--- config.mk ---
export PLATFORM = sky130hd
export DESIGN_NAME = checker_single
export DESIGN_NICKNAME = d
export VERILOG_FILES = /design/src/rtl/checker_single.sv
export SDC_FILE = /design/constraint.sdc
export NUM_CORES = 1
export LEC_CHECK = 0
export ABC_AREA = 1
export BUFFER_PORTS_ARGS = -buffer_cell sky130_fd_sc_hd__clkbuf_2
export CORE_MARGIN = 3
export CORE_UTILIZATION = 40
export DETAILED_ROUTE_END_ITERATION = 10
export HOLD_SLACK_MARGIN = 0.08
export PLACE_DENSITY = 0.74
export SYNTH_ARGS = -nofsm -noshare
export SYNTH_HDL_FRONTEND = slang
export SYNTH_SLANG_ARGS = --single-unit
--- constraint.sdc ---
create_clock -name sys_clk -period 2.4 [get_ports sys_clk]
set_input_delay 0.72 -clock sys_clk [delete_from_list [all_inputs] [get_ports sys_clk]]
set_output_delay 0.72 -clock sys_clk [all_outputs]
set_load 0.02 [all_outputs]
--- src/rtl/checker_single.sv ---
// Single-page signature scan engine for CHECKER_MODE_SINGLE: reads one 4 KiB page as
// 512 quad words. Define CHECKER_SINGLE_COUNT_EN to scan the whole page and count matches.
module checker_single #(
  parameter logic [1:0]  MODE    = 2'd0,
  parameter logic [63:0] PATTERN = 64'h0,
  parameter int          TIMEOUT = 255
) (
  input  logic        sys_clk,
  input  logic        sys_rst_n,
  input  logic [1:0]  cmode,
  input  logic        cstart,
  input  logic [63:0] caddr,
  output logic        cend,
  output logic [7:0]  cctrl,
  output logic [8:0]  match_offset,
  output logic [9:0]  match_count,
  output logic        mem_stb,
  output logic [63:0] mem_adr,
  input  logic        mem_ack,
  input  logic        mem_err,
  input  logic [63:0] mem_dat_i
);

  typedef enum logic [1:0] {S_IDLE, S_REQ, S_DONE} state_t;

  localparam int            TW     = $clog2(TIMEOUT + 1);
  localparam logic [TW-1:0] T_LAST = TW'(TIMEOUT - 1);

`ifdef CHECKER_SINGLE_COUNT_EN
  localparam bit STOP_ON_MATCH = 1'b0;
`else
  localparam bit STOP_ON_MATCH = 1'b1;
`endif

  state_t        state;
  logic          cstart_q;
  logic [51:0]   base;
  logic [8:0]    idx;
  logic [TW-1:0] tcnt;
  logic          start;
  logic          is_match;
  logic          last_word;
  logic          done_now;
  logic          unused_caddr_lo;

  // The page offset bits of caddr carry no meaning for a whole-page scan.
  assign unused_caddr_lo = ^caddr[11:0];

  assign start     = (state == S_IDLE) && cstart && !cstart_q && (cmode == MODE);
  assign is_match  = (mem_dat_i == PATTERN);
  assign last_word = (idx == 9'd511);
  assign mem_adr   = {base, idx, 3'b000};

  // Stop (cstart low) outranks everything, then err, then ack, then timeout expiry.
  always_comb begin
    done_now = 1'b0;
    if (state == S_REQ && cstart) begin
      if (mem_err)      done_now = 1'b1;
      else if (mem_ack) done_now = last_word || (is_match && STOP_ON_MATCH);
      else              done_now = (tcnt == T_LAST);
    end
  end

  always_ff @(posedge sys_clk or negedge sys_rst_n) begin
    if (!sys_rst_n) begin
      state        <= S_IDLE;
      cstart_q     <= 1'b0;
      base         <= '0;
      idx          <= '0;
      tcnt         <= '0;
      cend         <= 1'b0;
      cctrl        <= '0;
      match_offset <= '0;
      mem_stb      <= 1'b0;
    end else begin
      // NOTE: non-blocking throughout; the done_now block below deliberately
      // overrides the per-state assignments because the last NBA to a signal wins.
      cstart_q <= cstart;
      cend     <= 1'b0;
      case (state)
        S_IDLE: begin
          if (start) begin
            base         <= caddr[63:12];
            idx          <= '0;
            tcnt         <= '0;
            cctrl        <= 8'h01;
            match_offset <= '0;
            mem_stb      <= 1'b1;
            state        <= S_REQ;
          end
        end
        S_REQ: begin
          if (!cstart) begin
            mem_stb <= 1'b0;
            cctrl   <= 8'h10;
            state   <= S_IDLE;
          end else if (mem_err) begin
            cctrl[2] <= 1'b1;
          end else if (mem_ack) begin
            tcnt <= '0;
            // found is still clear exactly when this is the first match of the run.
            if (is_match && !cctrl[1]) match_offset <= idx;
            if (is_match)              cctrl[1]     <= 1'b1;
            if (!done_now)             idx          <= idx + 9'd1;
          end else if (tcnt == T_LAST) begin
            cctrl[3] <= 1'b1;
          end else begin
            tcnt <= tcnt + 1'b1;
          end
        end
        S_DONE:  state <= S_IDLE;
        default: state <= S_IDLE;
      endcase
      if (done_now) begin
        mem_stb  <= 1'b0;
        cctrl[0] <= 1'b0;
        cend     <= 1'b1;
        state    <= S_DONE;
      end
    end
  end

`ifdef CHECKER_SINGLE_COUNT_EN
  logic [9:0] count_q;

  always_ff @(posedge sys_clk or negedge sys_rst_n) begin
    if (!sys_rst_n) begin
      count_q <= '0;
    end else if (start) begin
      count_q <= '0;
    end else if (state == S_REQ && cstart && !mem_err && mem_ack && is_match
                 && count_q != 10'd512) begin
      count_q <= count_q + 10'd1;
    end
  end

  assign match_count = count_q;
`else
  assign match_count = '0;
`endif

endmodule

---- After elaboration in Yosys (flattened, before gate mapping) ----
Cells that the tools add are included.
storage, ports and cells
  output and inout port bits .............. 93
  logic and storage cells ................. 98
  input bits .............................. 135
  register bits ........................... 91
cells by class
  eq/ne operators ......................... 19
  mux-type cells .......................... 41
  add/subtract/negate cells ............... 2
  reductions and logical operators ........ 23
operator list
  operator             count
  $mux 9               9
  $logic_not 64->1     1
  $mux 8               6
  $pmux 9 s2           2
  $pmux 8 s2           2
  $ne 3x3->1 const B   8
  $mux 1               15
  $reduce_and 5->1     3
  $ne 2x2->1 const B   6
  $reduce_and 6->1     2
  $add 9x1->9 const B  1
  $eq 9x9->1 const B   1
  $reduce_and 3->1     3
  $add 8x1->8 const B  1
  $eq 8x8->1 const B   1
  $mux 2               3
  $logic_and 1x1->1    5
  $logic_not 2->1      2
  $mux 4               1
  $pmux 2 s2           1
  $reduce_and 2->1     2
  $mux 3               1
  $ne 3x2->1 const B   1
  $reduce_bool 3->1    1
  6 further kinds      7

---- Depth between registers and ports, before layout ----
Gate-level depths: netlist of the first run.
  word-level depth ........................ 10
  depth in mapped cells ................... 14
  mapped depth without buffers ............ 14

---- Worst setup path before layout of the first run ----
OpenSTA, ideal clock, no wires.
  kind .................................... register to register
  from .................................... register idx[0]
  to ...................................... register idx[4]
  path slack .............................. 0.426 ns
  period minus slack after synthesis ...... 1.974 ns
  data required time ...................... 2.282 ns
  cell stages (with the launch flop) ...... 15
  library setup time ...................... 0.118 ns
  data arrival time ....................... 1.856 ns
  buffers on the path ..................... 1
  cells stage by stage .................... dfrtp_1 -> ha_1 -> nand2_1 -> nor2_1 -> nand3_1 -> nor2_1 -> ha_1 -> inv_1 -> nand2_1 -> nand2_1 -> nand2_1 -> nand2_1 -> clkbuf_1 -> nand3_1 -> nand2_1
on the way
  word-level cells in the longest chain between the ends .. 7
  elaborated cells between the ends (all ways) .. 13
  those cells by class .................... add/sub: 1; eq/ne: 2; mux: 8; reduce/logical: 2
ends and longest elaborated chain
  what                                                                 RTL line  text
  start: declaration                                                   38        logic [8:0] idx;
  start signal: assignment                                             104       if (!done_now) idx <= idx + 9'd1;
  parallel branches: the longest is 7 deep, another holds $add 9x1->9  -
Parallel ways; which one is timed is not known. The select of a mux whose other input is x is not followed.
A chain may end at the register's enable or synchronous reset.

---- Worst setup path in the final report of the first run ----
  from .................................... register idx[0]
  to ...................................... register idx[1]
The elaborated chain is that of the path after synthesis.

==> flow_metrics.tcl, run 1 <==
set metrics [dict create \
    status "complete, no violations" \
    worstSkewPairLatency_ns 0.35 \
    rows 36 \
    p_per_area_nw_per_um2 663.4 \
    synth_seq_cells 87 \
    viasPerCell 4.508 \
    die_h_microns 107.6 \
    min_path_type "primary input to asynchronous set/reset pin" \
    mostFrequentLayoutCell "nand2_1" \
    grt_max_degree 53 \
    hold_slack_ns 0.3008 \
    crit_path_max_incr_delay_ns 0.44 \
    worst-path-buf-inv 2 \
    ios 228 \
    crit_chain "ha_1, nand2_1, nor2_1, nand3_1, nor2_1, ha_1, inv_1, nand2_1, nand2_1, nand2_1, nand2_1, buf_4, nand3_1, nand2_1" \
    final_cell_mix "236 x nand2_1, 198 x clkbuf_2, 87 x dfrtp_1, 67 x nor2_1, 21 x inv_1" \
    area_growth_pct 30.25 \
    met1_usage_pct 21.04 \
    cp_common_cell "nand2_1" \
    drtPass1Iterations 4 \
    drt_iter0_markers 144 \
    required_ns 2.64 \
    cts-resized-gates 0 \
    startpoint_type "flip-flop" \
    gp_congestion 0.7878 \
    crit_path_max_fanout 9 \
    dp_hpwl_mm 8.308 \
    drive_above_1_share_pct 33.84 \
    synth_area_leaders "dfrtp_1 53%, nand2_1 21%, nor2_1 6.1%" \
    post-route-drc-count 0 \
    drv_slew 0 \
    start_util_pct 41.69 \
    met2_usage_pct 33.57 \
    fin_setup_tns_ns 0 \
    grt-ovfl-total 0 \
    syn_avg_cell_area_sq_um 7.960 \
    rsz0062_at_grt "false" \
    period_share_pct 85.12 \
    die_x_microns 107.6 \
    reg2reg_slack_ns 0.36 \
    clk_pin_slew_ns 0.08 \
    cts_buffers 9 \
    dp_cells 842 \
    clockBufferDepth 2 \
    yosysSeqAreaShare_pct 52.70 \
    p_leak_nw 3.093 \
    top_usage_layer "met2" \
    hold_viol 0 \
    clock_sinks 87 \
    antenna_cells 0 \
    critPathTopFamily "simple AND/OR/NAND/NOR gates" \
    end_kind "flip-flop" \
    grtUsageTotal_pct 18.80 \
    ctsHtreeMaxLevel 3 \
    fp.coreArea_sq_um 9910 \
    fin_util_pct 54.31 \
    grt_pass1_vias 3911 \
    ys_warn_count 0 \
    final-setup-viol-count 0 \
    port_buffers 199 \
    via_count 3850 \
    stdcell_count 854 \
    final_nets 859 \
    synth_top_area_share_pct 52.70 \
    antenna_left 0 \
    clock_skew_ns 0.01175 \
    wl_per_cell_microns 12.40 \
    ys_types 31 \
    maxCapViolCount 0 \
    max_freq_mhz 489.5 \
    ir_drop_mv 0.3969 \
    postCtsSetupBuffers 0 \
    cts_tree "built" \
    synth_area_sq_um 4131 \
    grt_pass1_wl_mm 17.26 \
    synth_cells 519 \
    worstPathArrival_ns 2.29 \
    yosysTopAreaCell "dfrtp_1" \
    cp_slowest_cell "dfrtp_1" \
    clockRootBuffer "clkbuf_8" \
    min_period_ns 2.043 \
    antenna_found_initial 0 \
    critical_path_class "flip-flop to flip-flop" \
    grt_util_met3_pct 5.579 \
    wl_mm 10.59 \
    ctsHoldBuffers 0 \
    dieArea_sq_um 11580 \
]
registers in the layout, indices dropped and copies added (netlist names):
name	flops
state	2
match_offset	9
base	52
cend	1
cctrl	5
cstart_q	1
idx	9
tcnt	8
path summary, 6_finish.rpt:
check / startpoint / to / cells after the start
max: idx[0]$_DFFE_PN0P_ / idx[1]$_DFFE_PN0P_ / 14
min: sys_rst_n / base[36]$_DFFE_PN0P_ / 1
max reg2reg: idx[0]$_DFFE_PN0P_ / idx[1]$_DFFE_PN0P_ / 14
min reg2reg: base[43]$_DFFE_PN0P_ / base[43]$_DFFE_PN0P_ / 2
max in group asynchronous: sys_rst_n / tcnt[7]$_DFFE_PN0P_ / 2
min in group sys_clk: base[43]$_DFFE_PN0P_ / base[43]$_DFFE_PN0P_ / 2
cells by family after synthesis:
family | Yosys count | synth area share (%)
AO/OA/AOI/OAI | 30 | 4.997
adder cells (fa/ha/maj) | 4 | 1.211
buffers and inverters | 58 | 7.329
XOR/XNOR | 5 | 1.060
AND/OR/NAND/NOR | 334 | 32.62
flip-flops | 87 | 52.70
other | 1 | 0.09077
final cells by class:
type,count,area (sq um)
Sequential cell,87,2177
Inverter,25,93.84
Multi-Input combinational cell,389,1713
Tap cell,133,166.4
Clock buffer,10,127.6
Timing Repair Buffer,208,1091
Clock inverter,2,12.51
Fill cell,934,4528
Yosys cell counts (all sizes together):
cell	instances
nor3b	2
a31oi	1
o21a	2
nand3	18
o22ai	1
conb	1
inv	25
dfrtp	87
a21oi	9
xor2	4
ha	4
nand4	1
nor2	70
buf	22
nor3	2
xnor2	1
clkbuf	11
nand2	241
o21ai	17
power by group:
part | internal [mW] | switching (mW) | total, mW
registers | 1.68 | 0.133 | 1.81
clock network | 0.352 | 0.479 | 0.831
logic | 0.328 | 0.598 | 0.927
through the flow:
step / power (mW) / worst slack (ns) / area [sq um]
after floorplan: 2.373 / 0.4258 / 4188
after global placement: 2.752 / 0.2550 / 5241
after detailed placement: 2.780 / 0.2391 / 5241
after CTS: 3.628 / 0.3345 / 5381
after global routing: 3.790 / 0.1136 / 5381
final: 3.570 / 0.3571 / 5381
per-layer routing:
| metal | part of all wire (%) | vias up |
|---|---|---|
| met5 | 0 | - |
| met1 | 41 | 1715 |
| li1 | - | 1951 |
| met4 | 1.5 | 0 |
| met2 | 48 | 171 |
| met3 | 9.8 | 13 |
Power figures use the tool's default switching activity.
==> run 2: changes to the inputs <==
Settings changed: ABC_AREA 1 to unset, PLACE_DENSITY 0.74 to 0.75.
==> flow_metrics.tcl, run 2 <==
set metrics [dict create \
    top_register "base" \
    yosysTopAreaCell "dfrtp_1" \
    synth_xor_area_share_pct 0.6608 \
    synth_seq_cells 87 \
    largestRegisters "base x52, idx x9, match_offset x9" \
    drv_slew 0 \
    start_util_pct 42.04 \
    die_h_microns 105.7 \
    reg2reg_from "idx[0]$_DFFE_PN0P_" \
    antenna_found_initial 0 \
    min_path_type "primary input to asynchronous set/reset pin" \
    p_leak_nw 2.781 \
    end_kind "flip-flop" \
    cts_buffers 9 \
    grt_pass1_wl_mm 17.42 \
    cts_tree "built" \
    max_freq_mhz 428.2 \
    rows 35 \
    post-route-drc-count 0 \
    synth_area_leaders "dfrtp_1 55%, mux2_2 15%, buf_4 3.4%" \
    port_buffers 199 \
    gp_congestion 0.8246 \
    drtPass1Iterations 4 \
    topRoutingLayerUsed "met4" \
    synth_mux_area_share_pct 16.99 \
    synth-compound-area-share_pct 7.332 \
    clock_skew_ns 0.01203 \
    maxCapViolCount 0 \
    crit_chain "ha_4, and3_4, nand3_2, nor2_1, ha_2, or3_4, buf_6, or4_1, o311ai_1" \
    relSlewSlack_pct 66.85 \
    ctsHoldBuffers 0 \
    grtUsageTotal_pct 19.53 \
    min_period_ns 2.335 \
    ctsHtreeMaxLevel 3 \
    viasPerCell 5.102 \
    worstSkewPairLatency_ns 0.35 \
    synthSimpleGateAreaFrac_pct 13.47 \
    required_ns 2.64 \
    fp.coreArea_sq_um 9459 \
    drt_iter0_markers 154 \
    wl_mm 11.01 \
    met3_length_mm 1.234 \
    wl_per_cell_microns 16.21 \
    area_growth_pct 37.32 \
    mostFrequentLayoutCell "clkbuf_2" \
    worstPathArrival_ns 2.58 \
    final_cell_mix "198 x clkbuf_2, 85 x dfrtp_1, 52 x mux2_2, 32 x nand2_1, 20 x buf_4" \
    largest_reg_flops 52 \
    syn_avg_cell_area_sq_um 12.09 \
    yosys-top-cells-count "87 x dfrtp_1, 52 x mux2_2, 33 x nand2_1" \
    grt_max_degree 41 \
    cts-resized-gates 2 \
    ys_types 44 \
    synth_edf_count 0 \
    crit_path_max_fanout 10 \
    ir_drop_mv 0.5630 \
    synth_adder_area_share_pct 1.259 \
    async_flop_share_pct 100.0 \
    ys_warn_count 0 \
    hold_slack_ns 0.2742 \
    die_x_microns 105.7 \
    clockRootBuffer "clkbuf_8" \
    postCtsSetupBuffers 0 \
    cp_slowest_cell "or4_1" \
    critical_path_class "flip-flop to flip-flop" \
    antenna_cells 0 \
    yosysMostFrequentCell "dfrtp_1" \
    crit_path_max_incr_delay_ns 0.48 \
    yosysSeqAreaShare_pct 54.75 \
    clock_sinks 87 \
    synth_area_sq_um 3976 \
    ios 228 \
    clk_pin_slew_ns 0.09 \
    cp-startpoint "idx[0]$_DFFE_PN0P_" \
    dp_hpwl_mm 8.548 \
    synth_top_family_by_area "multiplexers" \
    synth_top_area_share_pct 54.75 \
    grt-ovfl-total 0 \
    tightest_slew_ns 0.4847 \
    wl_met1_mm 4.120 \
    fin_setup_tns_ns 0 \
    final-setup-viol-count 0 \
    wl_met2_mm 5.519 \
    via_count 3464 \
    final_nets 684 \
    period_share_pct 97.30 \
    final_area_sq_um 5460 \
    synth_cells 329 \
    grt_pass1_vias 3580 \
    yosys_most_used_dff "dfrtp_1" \
    clockBufferDepth 2 \
    dpl-instance-area_sq_um 5209 \
    status "complete, no violations" \
    drive_above_1_share_pct 55.09 \
    dieArea_sq_um 11170 \
    p_per_area_nw_per_um2 740.9 \
    antenna_left 0 \
    hold_viol 0 \
    startpoint_type "flip-flop" \
]
==> run 2: worst paths after layout <==
check                                        to  slack (ns)  depth (start not counted)
max reg2reg                  idx[2]$_DFFE_PN0P_        0.06                          9
min                         base[1]$_DFFE_PN0P_        0.27                          1
max                          idx[2]$_DFFE_PN0P_        0.06                          9
max in group asynchronous   base[7]$_DFFE_PN0P_        1.50                          2
min reg2reg                cctrl[4]$_DFFE_PN0P_        0.50                          1
min in group sys_clk       cctrl[4]$_DFFE_PN0P_        0.50                          1
==> run 2: stage by stage <==
stage | setup slack, ns | utilization (%) | instances | power, mW
final | 0.06477 | 57.72 | 679 | 4.045
after global placement | -0.1486 | 55.07 | 663 | 2.927
after global routing | -0.008906 | 57.72 | 679 | 4.247
after CTS | 0.005119 | 57.49 | 679 | 4.083
after floorplan | 0.01986 | - | 344 | 2.483
after detailed placement | -0.1618 | 55.07 | 663 | 2.960
==> run 2: layout make-up <==
type / instances / area (sq um)
clock buffer: 10 / 127.6
inverter: 4 / 15.01
fill: 838 / 3999
multi-input combinational: 221 / 1672
timing repair buffer: 222 / 1212
clock inverter: 6 / 92.59
sequential: 87 / 2180
tap: 129 / 161.4
==> run 2: logic make-up (layout without fill, tap and decap cells) <==
kind of cell               Yosys count  count (layout)
buffers and inverters               36             242
muxes                               61              61
adders and majority gates            4               4
AOI/OAI and AO/OA                   38              38
xor gates and xnor gates             3               3
DFF                                 87              87
other                                1              16
and+or+nand+nor                     99              99
==> run 2: report_power, final <==
group,leakage (nW),switching (mW),total [mW],internal [mW]
sequential,1.09,0.142,1.85,1.71
combinational,1.58,0.622,1.07,0.449
clock,0.103,0.529,1.12,0.592
==> run 2: worst max-delay path: cells and delay by family, from the launching register on <==
kind | cells | cell delay (ns)
AND/OR/NAND/NOR | 5 | 1.20
AO/OA/AOI/OAI | 1 | 0.10
flip-flops | 1 | 0.43
adder cells (fa/ha/maj) | 2 | 0.34
buffers and inverters | 1 | 0.15
==> run 2: routing by layer <==
metal / up-vias / track usage (%)
li1: 1605 / -
met1: 1654 / 21.53
met2: 194 / 35.15
met3: 11 / 7.655
met4: 0 / 4.903
met5: - / 0
